File: src/rtl/mem_arb_pkg.sv
// -----------------------------------------------------------------------------
// mem_arb_pkg
// Shared definitions for the two-port memory arbiter:
//   state_e  - arbiter FSM states (IDLE, BUSY_I, BUSY_D)
//   owner_e  - which port owns a grant / transaction (OWN_I, OWN_D)
//   DEF_*    - default parameter values used by mem_arbiter and mem_arb_pick
// -----------------------------------------------------------------------------
package mem_arb_pkg;

    typedef enum logic [1:0] {
        IDLE   = 2'd0,
        BUSY_I = 2'd1,
        BUSY_D = 2'd2
    } state_e;

    typedef enum logic {
        OWN_I = 1'b0,
        OWN_D = 1'b1
    } owner_e;

    localparam int DEF_AW             = 32;
    localparam int DEF_DW             = 32;
    localparam int DEF_STARVE_MAX     = 4;
    localparam int DEF_TIMEOUT_CYCLES = 255;

endpackage

File: src/rtl/mem_arb_pick.sv
// -----------------------------------------------------------------------------
// mem_arb_pick
// Priority decision between the fetch and load/store ports. Data normally
// wins; fetch wins once it has been passed over STARVE_MAX times in a row.
// Ports:
//   i_req, d_req  in   requests from the fetch / load-store ports
//   starve_cnt    in   consecutive data grants while fetch was waiting
//   gnt_valid     out  some port is requesting
//   gnt_owner     out  port that would be granted (valid when gnt_valid)
// -----------------------------------------------------------------------------
module mem_arb_pick
    import mem_arb_pkg::*;
#(
    parameter int STARVE_MAX = DEF_STARVE_MAX,
    parameter int CW         = $clog2(STARVE_MAX + 1)
) (
    input  logic          i_req,
    input  logic          d_req,
    input  logic [CW-1:0] starve_cnt,
    output logic          gnt_valid,
    output owner_e        gnt_owner
);

    // NOTE: every output of a combinational block gets a default before any
    // conditional assignment, otherwise synthesis infers a latch.
    always_comb begin
        gnt_valid = i_req | d_req;
        gnt_owner = OWN_D;
        if (i_req && (!d_req || starve_cnt == CW'(STARVE_MAX))) begin
            gnt_owner = OWN_I;
        end
    end

endmodule

File: src/rtl/mem_arbiter.sv
// -----------------------------------------------------------------------------
// mem_arbiter
// Arbitrates an instruction-fetch read port and a load/store port onto one
// shared memory port, one transaction at a time.
// Optional build macro: MEM_ARB_TIMEOUT_EN adds a BUSY watchdog that aborts a
// transaction after TIMEOUT_CYCLES cycles without m_ack and pulses err.
// Ports:
//   clk, rst                     clock, async active-high reset
//   i_req/i_addr                 fetch request; i_gnt, i_rvalid, i_rdata back
//   d_req/d_we/d_addr/d_wdata/d_be  load/store request; d_gnt, d_rvalid, d_rdata
//   m_req/m_we/m_addr/m_wdata/m_be  shared memory request; m_ack, m_rdata back
//   err                          one-cycle pulse with rvalid on an aborted transaction
// -----------------------------------------------------------------------------
module mem_arbiter
    import mem_arb_pkg::*;
#(
    parameter int AW             = DEF_AW,
    parameter int DW             = DEF_DW,
    parameter int STARVE_MAX     = DEF_STARVE_MAX,
    parameter int TIMEOUT_CYCLES = DEF_TIMEOUT_CYCLES
) (
    input  logic            clk,
    input  logic            rst,
    // fetch port
    input  logic            i_req,
    input  logic [AW-1:0]   i_addr,
    output logic            i_gnt,
    output logic            i_rvalid,
    output logic [DW-1:0]   i_rdata,
    // load/store port
    input  logic            d_req,
    input  logic            d_we,
    input  logic [AW-1:0]   d_addr,
    input  logic [DW-1:0]   d_wdata,
    input  logic [DW/8-1:0] d_be,
    output logic            d_gnt,
    output logic            d_rvalid,
    output logic [DW-1:0]   d_rdata,
    // shared memory port
    output logic            m_req,
    output logic            m_we,
    output logic [AW-1:0]   m_addr,
    output logic [DW-1:0]   m_wdata,
    output logic [DW/8-1:0] m_be,
    input  logic            m_ack,
    input  logic [DW-1:0]   m_rdata,
    output logic            err
);

    localparam int CW = $clog2(STARVE_MAX + 1);

    state_e          state, state_nxt;
    logic [CW-1:0]   starve_cnt;
    logic            pick_valid;
    owner_e          pick_owner;
    logic            busy;
    logic            timeout_hit;
    logic            done;
    logic [DW-1:0]   rsp_data;

    mem_arb_pick #(
        .STARVE_MAX (STARVE_MAX),
        .CW         (CW)
    ) u_pick (
        .i_req      (i_req),
        .d_req      (d_req),
        .starve_cnt (starve_cnt),
        .gnt_valid  (pick_valid),
        .gnt_owner  (pick_owner)
    );

    assign busy  = (state != IDLE);
    assign m_req = busy;
    // Ack always wins over a coinciding timeout.
    assign done  = busy && (m_ack || timeout_hit);
    // Writes and aborted transactions return zero data.
    assign rsp_data = (m_ack && !m_we) ? m_rdata : '0;

`ifdef MEM_ARB_TIMEOUT_EN
    localparam int TW = $clog2(TIMEOUT_CYCLES + 1);
    logic [TW-1:0] tmo_cnt;

    // Counts BUSY cycles already elapsed; the last allowed cycle fires the abort.
    assign timeout_hit = busy && (tmo_cnt == TW'(TIMEOUT_CYCLES - 1));

    always_ff @(posedge clk or posedge rst) begin
        if (rst) begin
            tmo_cnt <= '0;
            err     <= 1'b0;
        end else begin
            tmo_cnt <= busy ? tmo_cnt + 1'b1 : '0;
            err     <= done && !m_ack;
        end
    end
`else
    assign timeout_hit = 1'b0;
    assign err         = 1'b0;
`endif

    // Grants are combinational in IDLE and masked while reset is held so no
    // grant pulse escapes during reset.
    always_comb begin
        state_nxt = state;
        i_gnt     = 1'b0;
        d_gnt     = 1'b0;
        unique case (state)
            IDLE: begin
                if (pick_valid && !rst) begin
                    if (pick_owner == OWN_I) begin
                        i_gnt     = 1'b1;
                        state_nxt = BUSY_I;
                    end else begin
                        d_gnt     = 1'b1;
                        state_nxt = BUSY_D;
                    end
                end
            end
            BUSY_I, BUSY_D: begin
                if (done) state_nxt = IDLE;
            end
            default: state_nxt = IDLE;
        endcase
    end

    // NOTE: sequential state uses non-blocking assignments so every register
    // samples pre-edge values regardless of statement order.
    always_ff @(posedge clk or posedge rst) begin
        if (rst) begin
            state      <= IDLE;
            starve_cnt <= '0;
            m_we       <= 1'b0;
            m_addr     <= '0;
            m_wdata    <= '0;
            m_be       <= '0;
            i_rvalid   <= 1'b0;
            i_rdata    <= '0;
            d_rvalid   <= 1'b0;
            d_rdata    <= '0;
        end else begin
            state    <= state_nxt;
            i_rvalid <= 1'b0;
            d_rvalid <= 1'b0;

            if (!i_req || i_gnt) begin
                starve_cnt <= '0;
            end else if (d_gnt && starve_cnt != CW'(STARVE_MAX)) begin
                starve_cnt <= starve_cnt + 1'b1;
            end

            if (i_gnt) begin
                m_we    <= 1'b0;
                m_addr  <= i_addr;
                m_wdata <= '0;
                m_be    <= '1;
            end else if (d_gnt) begin
                m_we    <= d_we;
                m_addr  <= d_addr;
                m_wdata <= d_wdata;
                m_be    <= d_be;
            end

            if (done) begin
                if (state == BUSY_I) begin
                    i_rvalid <= 1'b1;
                    i_rdata  <= rsp_data;
                end else begin
                    d_rvalid <= 1'b1;
                    d_rdata  <= rsp_data;
                end
            end
        end
    end

endmodule

File: config.mk
export PLATFORM = sky130hd
export DESIGN_NAME = mem_arbiter
export DESIGN_NICKNAME = d
export VERILOG_FILES = /design/src/rtl/mem_arb_pkg.sv /design/src/rtl/mem_arb_pick.sv /design/src/rtl/mem_arbiter.sv
export SDC_FILE = /design/constraint.sdc
export NUM_CORES = 1
export LEC_CHECK = 0
export ABC_AREA = 0
export BUFFER_PORTS_ARGS = -buffer_cell sky130_fd_sc_hd__buf_2
export CAP_MARGIN = 10
export CELL_PAD_IN_SITES_DETAIL_PLACEMENT = 0
export CELL_PAD_IN_SITES_GLOBAL_PLACEMENT = 1
export CORE_AREA = 4 4 134 136
export DETAILED_ROUTE_END_ITERATION = 12
export DIE_AREA = 0 0 138 140
export PLACE_DENSITY = 0.82
export SYNTH_ARGS = -nofsm -noshare
export SYNTH_HDL_FRONTEND = slang
export SYNTH_SLANG_ARGS = --single-unit
File: constraint.sdc
create_clock -name clk -period 4.51 [get_ports clk]
set_input_delay 0.451 -clock clk [delete_from_list [all_inputs] [get_ports clk]]
set_output_delay 0.451 -clock clk [all_outputs]
set_load 0.005 [all_outputs]
## Word-level counts from Yosys, hierarchy flattened

Index checks and enable logic that the tools add are counted.

| cells by class | value |
|---|---|
| $add $sub $neg | 1 |
| equality and inequality tests | 6 |
| multiplexer cells | 25 |
| bitwise logic cells | 2 |
| reductions and logical operators | 19 |

Operators with widths:

| operator | number |
|---|---|
| $mux 32 | 5 |
| $mux 1 | 12 |
| $mux 4 | 2 |
| $mux 2 | 3 |
| $mux 3 | 2 |
| $reduce_and 2->1 | 3 |
| $reduce_bool 2->1 | 3 |
| $logic_and 1x1->1 | 5 |
| $logic_not 1->1 | 4 |
| $ne 2x2->1 const B | 2 |
| $pmux 2 s2 | 1 |
| $add 3x1->3 const B | 1 |
| $eq 3x3->1 const B | 1 |
| $ne 3x3->1 const B | 1 |
| $eq 2x1->1 const B | 1 |
| $eq 2x2->1 const B | 1 |
| $logic_not 2->1 | 1 |
| $logic_or 1x1->1 | 2 |
| $reduce_or 2->1 | 1 |
| $not 1->1 | 1 |
| $or 1x1->1 | 1 |

| storage, ports and cells | value |
|---|---|
| register bits | 140 |
| input port bits | 138 |
| output and inout bits | 139 |
| word-level logic and storage cells | 63 |

## Longest topological paths before layout

Gate-level depths: netlist of the first run.

| logic depth | value |
|---|---|
| depth in word-level cells | 9 |
| mapped depth | 8 |
| depth with buffers taken out | 6 |

## Cells and area by module

Synthesis of the first run repeated with hierarchy kept, for this count alone.

| second synthesis, totals | value |
|---|---|
| cells, all modules | 583 |
| area total of the unflattened synthesis | 5808.1 sq um |

By module, submodules not included:

| module | times used | cells each | area each (sq um) | sequential area each (sq um) |
|---|---|---|---|---|
| mem_arbiter | 1 | 579 | 5780.5 | 3503.4 |
| mem_arb_pick | 1 | 4 | 27.5 | 0.0 |

## Least setup slack after synthesis of the first run

OpenSTA, ideal clock, no wires.

| timing path | value |
|---|---|
| path type | reg-to-output |
| start | register state[0] |
| end | output i_gnt |
| arrival time | 1.317 ns |
| data required time | 4.059 ns |
| slack | 2.742 ns |
| stages on the path, launching flop included | 6 |
| path buffers | 1 |
| path through | dfrtp_1 > inv_1 > ha_1 > nand2b_1 > a211oi_4 > buf_6 |

| between the ends | value |
|---|---|
| word-level cells in the longest chain between the ends | 2 |

RTL lines:

| what | line | text |
|---|---|---|
| from (decl) | mem_arbiter.sv:52 | `state_e state, state_nxt;` |
| from (signal assigned) | mem_arbiter.sv:140 | `state <= state_nxt;` |
| $logic_not 2->1 | mem_arbiter.sv:106 | `unique case (state)` |
| $mux 1 | mem_arbiter.sv:106 |  |
| to (decl) | mem_arbiter.sv:27 | `output logic i_gnt,` |

Every way passes these cells.

## Worst setup path after layout of the first run

| timing path | value |
|---|---|
| start | register state[0] |
| end | output d_gnt |

| between the ends | value |
|---|---|
| word-level cells in the longest chain between the ends | 2 |

RTL lines:

| what | line | text |
|---|---|---|
| $logic_not 2->1 | mem_arbiter.sv:106 |  |
| $mux 1 | mem_arbiter.sv:106 |  |
| to (decl) | mem_arbiter.sv:36 | `output logic d_gnt,` |

Every way passes these cells.

==> flow_summary.ini, run 1 <==
[run_status]
outcome = completed

[floorplan]
die_h_um = 140
fp.dieArea_um2 = 19300
start_util_pct = 33.1
boundaryPins = 277
die_w_um = 138
coreArea_um2 = 16900
rows = 48

[power_and_ir_drop]
irDropWorstVdd_uv = 293
powerDensity_nw_per_um2 = 669
power_leakage_nw = 4.02
p_total_w = 0.00515

[timing]
layout_worst_path_cycle_share_pct = 68.7
setup_tns_ns = 0
final_hold_viol_count = 0
drv_slew = 0
slew_headroom_pct = 52.2
timing.final.crit_period_ns = 3.10
max_slew.worst_pin.slew_ns = 0.714
setup-violations-final = 0
fmax_ghz = 0.323
hold_ws_ns = 0.145
grt_setup_unrepaired = false
clock_skew_ns = 0.00993

[cts]
cts_hold_buf = 0
cts_setup_buffers = 0
cts-root-buf = clkbuf_16
clk_path_buf_depth = 2
clk_latency_ns = 0.41
ctsResizeCount = 0
cts.sinks = 140
clk_pin_slew_ns = 0.06
cts_tree = done
h-tree-depth = 4
numCtsBuffers = 17

[place]
dp_hpwl_um = 12500
place_inst = 952
gp_congestion = 0.814
dpl_cell_area_um2 = 7090
portBuffers = 275

[global_route]
grt_start_max_net_pins = 66
track_usage_pct = 17.5
grt.overflow.total = 0
grt_pass1_vias = 4793
antenna_found_initial = 1
grt_first_pass_wirelength_um = 26700

[critical_path]
path_class = register to output port
crit_arrival_ns = 2.65
critPathLaunchType = register
cp.required_ns = 4.06
r2r_cells = 8
end_kind = output port
critPathMaxFanout = 41

[synthesis]
yosys_warnings = 0
syn-cell-area_um2 = 5600
synth_largest_area_cell = dfrtp_1
synth-main-ff-cell = dfrtp_1
ys_ff_latch = 140
synth_top_area_share_pct = 62.5
async_reset_ff_share_pct = 100
yosysSeqAreaShare_pct = 62.5
avgSynthCellArea_um2 = 11.6
synth_edf_count = 0
yosysUniqueCellTypes = 36
yosys-top-cells-area = dfrtp_1 (63%), nand2_1 (6.6%), o21ai_0 (5.8%)
synth_fp_nets = 625
synth_cells = 483

[layout]
num-fill-cells = 1643
fin_nets = 888
final_cell_area_um2 = 7690
syn2layout_area_growth_pct = 37.2
drive_above_1_share_pct = 42.3
diodes = 0
layout_commonest_cell = buf_2
layout_common_cells = buf_2 (275), dfrtp_1 (140), nand2_1 (99)
stdcell_count = 983

[drt]
totalWireLength_um = 17000
drtIter0Drc = 224
drc = 0
wire_per_inst_um = 17.3
viasPerCell = 4.78
num_vias = 4696
dr.pass1.iters = 6
drtAntennaViolNets = 0

[flow_run]
max-cap-violations = 0

[min_path]
hp-class = primary input to async pin
-- final timing paths --
path | from | endpoint | slack, ns
worst max-delay path | state[0] | d_gnt | 1.41
worst min-delay path | rst | state[1] | 0.15
worst max register to register | state[0] | m_addr[1] | 1.80
worst min register to register | d_rdata[12] | d_rdata[12] | 0.47
max in group asynchronous | rst | i_rdata[12] | 3.33
min in group clk | d_be[0] | m_be[0] | 0.25
-- synthesized netlist by cell type (2+ instances only) --
cell type,number
clkbuf_1,7
a21boi_0,31
ha_1,4
inv_1,9
dfrtp_1,140
a221o_1,32
buf_2,20
nand3_1,2
o22a_1,4
nand2b_1,2
buf_6,5
o2bb2ai_1,2
nand2_1,99
buf_4,8
a22o_1,33
o21ai_0,65
-- cell families (layout without fill, tap and decap cells) --
logic type	after synthesis	in the layout	share of synthesized area (%)
flops	140	140	62.5
fa+ha+maj	4	4	0.893
compound gates	175	175	23.1
other cells	1	1	0.0669
buf+inv	50	325	5.00
simple gates	113	113	8.37
-- power breakdown --
part           total, W  leakage, nW  internal (W)  switching [W]
Sequential      0.00206         1.82       0.00178       0.000278
Clock           0.00142        0.285      0.000874       0.000543
Combinational   0.00167         1.92      0.000807       0.000860
-- metrics by stage --
stage	utilization [%]	worst slack [ns]
after floorplan	-	0.306
after global placement	41.9	1.83
after detailed placement	41.9	1.83
after CTS	45.4	1.39
after global routing	45.4	1.18
final	45.4	1.41
-- worst max-delay path: stages, from the launching register on --
cell     delay [ns]
dfrtp_1        0.38
inv_1          0.08
ha_1           0.25
and2b_1        0.15
buf_4          0.34
nand3_2        0.21
inv_2          0.57
buf_2          0.23
-- sequential cells by signal, indices dropped and copies added, names as in the netlist, 2 cells and up --
signal	count
d_rdata	32
i_rdata	32
starve_cnt	3
m_addr	32
m_be	4
state	2
m_wdata	32
-- metal layers --
| layer | wire, µm | global-route usage (%) | vias to the layer above |
|---|---|---|---|
| li1 | - | - | 2258 |
| met5 | 13 | 0 | - |
| met2 | 8270 | 28.6 | 212 |
| met1 | 7070 | 21.5 | 2203 |
| met4 | 344 | 7.44 | 2 |
| met3 | 1350 | 5.46 | 21 |
-- final cells by class --
class                   count  area, µm²  area share, %
well taps                 225        282           3.66
inverters                  10       42.5          0.553
repair buffers            284       1440           18.8
clock buffers              19        433           5.63
clock inverters            12        163           2.12
multi-input cells         293       1820           23.7
flip-flops and latches    140       3500           45.6
(Power assumes the default switching activity.)
==> run 2: changes to the inputs <==
- CORE_AREA: 4 4 134 136 -> 4 4 140 142
- DIE_AREA: 0 0 138 140 -> 0 0 144 146
- PLACE_DENSITY: 0.82 -> 0.79
- clock period: 4.51 -> 2.6 ns (I/O delays scaled with it)
==> run 2 against run 1 <==
Net effect: sequential cell count unchanged; clock power increased by 75%; final area increased by 1.5%; sequential power increased by 73%; non-clock buffer count increased by 4; hold slack got worse by 0.093 ns; setup slack got worse by 1.2 ns; first-iteration DRC count decreased by 31%; highest routed layer unchanged; global-route usage decreased by 1.9 points; total power increased by 73%; critical path depth unchanged.
==> flow_summary.ini, run 2 (synthesized netlist as in run 1, its figures left out) <==
[layout]
drive_above_1_share_pct = 42.9
layout_common_cells = buf_2 (275), dfrtp_1 (140), nand2_1 (99)
layout_commonest_cell = buf_2
diodes = 0
final_cell_area_um2 = 7800
stdcell_count = 997
fin_nets = 892
syn2layout_area_growth_pct = 39.3

[power_and_ir_drop]
switching_share_pct = 33.7
combPwrFrac_pct = 32.1
p_total_w = 0.00893
seqPwrFrac_pct = 40.0
power_frac_clock_pct = 27.8
irDropWorstVdd_uv = 494
internal_power_w = 0.00592
power_leakage_nw = 4.07
power_switching_w = 0.00301
powerDensity_nw_per_um2 = 1140

[min_path]
hp-class = primary input to register
hold_end = m_wdata[31]
min_from = d_wdata[31]
hold_depth = 2

[timing]
layout_worst_path_cycle_share_pct = 90.9
clock_skew_ns = 0.0145
grt_setup_unrepaired = false
max_slew.worst_pin.slew_ns = 0.681
fmax_ghz = 0.423
drv_slew = 0
slew_headroom_pct = 54.5
final_hold_viol_count = 0
setup_tns_ns = 0
timing.final.crit_period_ns = 2.36
setup-violations-final = 0
setup_ws_ns = 0.236

[cts]
cts.sinks = 140
clk_latency_ns = 0.42
clk_path_buf_depth = 2
h-tree-depth = 4
numCtsBuffers = 17
cts_tree = done
clk_pin_slew_ns = 0.07
ctsResizeCount = 0
cts-root-buf = clkbuf_16

[place]
dp_hpwl_um = 12200
portBuffers = 275
dpl_cell_area_um2 = 7160
gp_congestion = 0.748
place_ws_ns = 0.355
place_inst = 963

[drt]
viasPerCell = 4.71
num_vias = 4698
dr.pass1.iters = 4
totalWireLength_um = 16500
drtAntennaViolNets = 0
drc = 0
drtIter0Drc = 154
wire_per_inst_um = 16.5

[floorplan]
die_w_um = 144
rows = 50
fp.dieArea_um2 = 21000
coreArea_um2 = 18500
start_util_pct = 30.4
boundaryPins = 277
die_h_um = 146

[critical_path]
cp.required_ns = 2.34
critPathMaxStageDelay_ns = 0.38
r2r_slack_ns = 0.39
r2r_cells = 6
end_kind = output port
crit_arrival_ns = 2.10
path_class = register to output port
reg2reg_from = state[0]
critPathLaunchType = register
critPathMaxFanout = 42
r2r_end = m_wdata[6]
crit_path_top_delay_cell = dfrtp_1
crit_chain = inv_1 > ha_1 > and2b_1 > nand3_2 > inv_2 > buf_12 > buf_2

[global_route]
track_usage_pct = 15.5
grt_first_pass_wirelength_um = 25700
antenna_found_initial = 2
grt_start_max_net_pins = 66
grt.overflow.total = 0
grt_pass1_vias = 4835

[flow_run]
max-cap-violations = 0

[run_status]
outcome = completed
run 2: layout make-up:
cell class | instances | area (µm²)
Clock buffer | 17 | 425
Clock inverter | 15 | 194
Fill cell | 1845 | 10700
Inverter | 10 | 41.3
Multi-Input combinational cell | 293 | 1820
Sequential cell | 140 | 3500
Tap cell | 234 | 293
Timing Repair Buffer | 288 | 1530
run 2: power groups by stage:
stage          sequential (W)  clock [W]  combinational, W
6_report              0.00357    0.00248           0.00287
5_1_grt               0.00370    0.00265           0.00321
3_3_place_gp          0.00360          0           0.00288
3_5_place_dp          0.00360          0           0.00293
2_1_floorplan         0.00364          0           0.00143
4_1_cts               0.00359    0.00254           0.00292
run 2: worst max-delay path, delay by kind of cell (launching register included):
| kind | cells | cell delay [ns] |
|---|---|---|
| AND/OR/NAND/NOR | 2 | 0.34 |
| buffers and inverters | 4 | 0.70 |
| flip-flops | 1 | 0.38 |
| adder cells (fa/ha/maj) | 1 | 0.25 |
run 2: how the worst max path moves through the flow:
stage / from / to / slack [ns] / depth (start not counted)
2_1_floorplan: rst / d_rdata[0] / 0.59 / 1
3_3_place_gp: state[0] / m_wdata[31] / 0.41 / 6
3_5_place_dp: state[0] / m_wdata[6] / 0.36 / 6
4_1_cts: state[0] / i_gnt / 0.17 / 5
5_1_grt: state[0] / i_gnt / 0.06 / 5
6_report: state[0] / d_gnt / 0.24 / 7
run 2: per-stage QoR:
step,util [%],hold WS (ns)
global route,42.3,0.0421
finish,42.3,0.0528
detailed placement,38.8,0.418
global placement,38.8,0.421
CTS,42.2,0.0323
floorplan,-,0.386
run 2: what timing repair did:
action,in CTS,in global routing
hold buffers,1,0
setup buffers,0,0
hold endpoints to repair,25,0
run 2: routing by layer:
| layer | GRT usage, % | part of all wire, % |
|---|---|---|
| met5 | 0 | 0.16 |
| met4 | 4.99 | 1.1 |
| met3 | 5.32 | 9.4 |
| met2 | 25.4 | 48 |
| met1 | 19.2 | 41 |
==> run 3: changes to the inputs <==
- CORE_AREA: 4 4 140 142 -> 4 4 129 131
- DIE_AREA: 0 0 144 146 -> 0 0 133 135
- PLACE_DENSITY: 0.79 -> 0.88
- clock period: 2.6 -> 3 ns (I/O delays scaled with it)
==> run 3 against run 2 <==
Net effect: total power decreased by 14%; clock power decreased by 15%; first-iteration DRC count increased by 18%; clock-buffer cell count increased by 1; critical endpoint unchanged; final area decreased by 1.2%; wire length increased by 1.4%; register-to-register slack improved by 0.41 ns; critical path type unchanged; setup slack improved by 0.30 ns; hold slack got worse by 0.020 ns; die area decreased by 15%.
==> flow_summary.ini, run 3 (synthesized netlist as in run 1, its figures left out) <==
[power_and_ir_drop]
combPwrFrac_pct = 32.5
powerDensity_nw_per_um2 = 1000
seqPwrFrac_pct = 40.2
power_leakage_nw = 4.04
internal_power_w = 0.00516
switching_share_pct = 33.1
irDropWorstVdd_uv = 424
power_frac_clock_pct = 27.4
power_switching_w = 0.00255

[drt]
wire_per_inst_um = 17.1
drtAntennaViolNets = 0
drc = 0
viasPerCell = 4.83
totalWireLength_um = 16700
drtIter0Drc = 182
dr.pass1.iters = 5
num_vias = 4716

[timing]
hold_ws_ns = 0.0329
setup_tns_ns = 0
grt_setup_unrepaired = false
setup-violations-final = 0
max_slew.worst_pin.slew_ns = 1.13
final_hold_viol_count = 0
slew_headroom_pct = 24.7
clock_skew_ns = 0.0112
timing.final.crit_period_ns = 2.47
setup_ws_ns = 0.532
layout_worst_path_cycle_share_pct = 82.3
drv_slew = 0
fmax_ghz = 0.405

[floorplan]
coreArea_um2 = 15600
fp.dieArea_um2 = 18000
rows = 46
die_h_um = 135
start_util_pct = 35.9
boundaryPins = 277
die_w_um = 133

[place]
dp_hpwl_um = 12300
place_ws_ns = 0.825
portBuffers = 275
place_inst = 944
dpl_cell_area_um2 = 7110
gp_congestion = 0.791

[critical_path]
critPathMaxFanout = 31
end_kind = output port
cp.required_ns = 2.70
path_class = register to output port
crit_arrival_ns = 2.17
critPathLaunchType = register

[cts]
clk_latency_ns = 0.41
h-tree-depth = 4
cts-root-buf = clkbuf_16
ctsResizeCount = 0
cts_tree = done
numCtsBuffers = 17
clk_pin_slew_ns = 0.07
cts.sinks = 140
clk_path_buf_depth = 2
cts_hold_buf = 0
cts_setup_buffers = 0

[run_status]
outcome = completed

[flow_run]
max-cap-violations = 0

[global_route]
track_usage_pct = 18.7
grt_start_max_net_pins = 75
grt_first_pass_wirelength_um = 26200
antenna_found_initial = 0
grt_pass1_vias = 4868
grt.overflow.total = 0

[min_path]
hp-class = primary input to async pin

[layout]
stdcell_count = 977
layout_common_cells = buf_2 (275), dfrtp_1 (140), nand2_1 (99)
fin_nets = 889
final_cell_area_um2 = 7710
layout_commonest_cell = buf_2
num-fill-cells = 1496
drive_above_1_share_pct = 42.8
syn2layout_area_growth_pct = 37.6
-- run 3: changes by cell type in the layout (fill, tap and decap cells not counted), sizes merged --
cell,change
buf,-2
inv,-2
bufinv,+1
clkbuf,+1
diode,+1
dlygate4sd3,-1
-- run 3: power by group through the flow --
| stage | sequential (W) | clock (W) | combinational [W] |
|---|---|---|---|
| floorplan | 0.00316 | 0 | 0.00124 |
| global placement | 0.00311 | 0 | 0.00251 |
| detailed placement | 0.00313 | 0 | 0.00256 |
| CTS | 0.00310 | 0.00217 | 0.00257 |
| global route | 0.00320 | 0.00226 | 0.00278 |
| finish | 0.00310 | 0.00211 | 0.00250 |
-- run 3: worst max-delay path, cell delays in order, from the launching register on --
cell and delay (ns):
dfrtp_1 0.35, inv_1 0.09, ha_1 0.27, and2b_1 0.19
nand3_2 0.16, inv_2 0.46, buf_2 0.22
-- run 3: per-layer routing --
layer	vias up	routed length (µm)	GRT usage, %
met5	-	0	0
met4	0	380	8.20
met3	24	1550	6.48
met2	224	8300	31.1
met1	2208	6480	22.1
li1	2260	-	-
-- run 3: cell type report --
| class | count | area (µm²) | area share, % |
|---|---|---|---|
| sequential | 140 | 3500 | 45.4 |
| multi-input combinational | 293 | 1820 | 23.6 |
| timing repair buffer | 285 | 1480 | 19.1 |
| clock buffer | 18 | 439 | 5.70 |
| tap | 216 | 270 | 3.51 |
| clock inverter | 14 | 155 | 2.01 |
| inverter | 10 | 41.3 | 0.536 |
| antenna | 1 | 2.50 | 0.0325 |
-- run 3: metrics by stage --
step / util (%) / power, W
after detailed placement: 45.6 / 0.00569
after CTS: 49.4 / 0.00784
after global routing: 49.4 / 0.00824
after global placement: 45.6 / 0.00562
after floorplan: - / 0.00440
final: 49.4 / 0.00771
-- run 3: worst paths after layout --
path / end / start / slack (ns) / depth (start not counted)
min: m_wdata[15] / rst / 0.03 / 2
min reg2reg: d_rdata[23] / d_rdata[23] / 0.47 / 2
min in group clk: m_wdata[6] / d_wdata[6] / 0.10 / 2
max: d_gnt / state[1] / 0.53 / 6
max reg2reg: m_wdata[25] / state[1] / 0.80 / 6
max in group asynchronous: i_rdata[26] / rst / 2.16 / 3
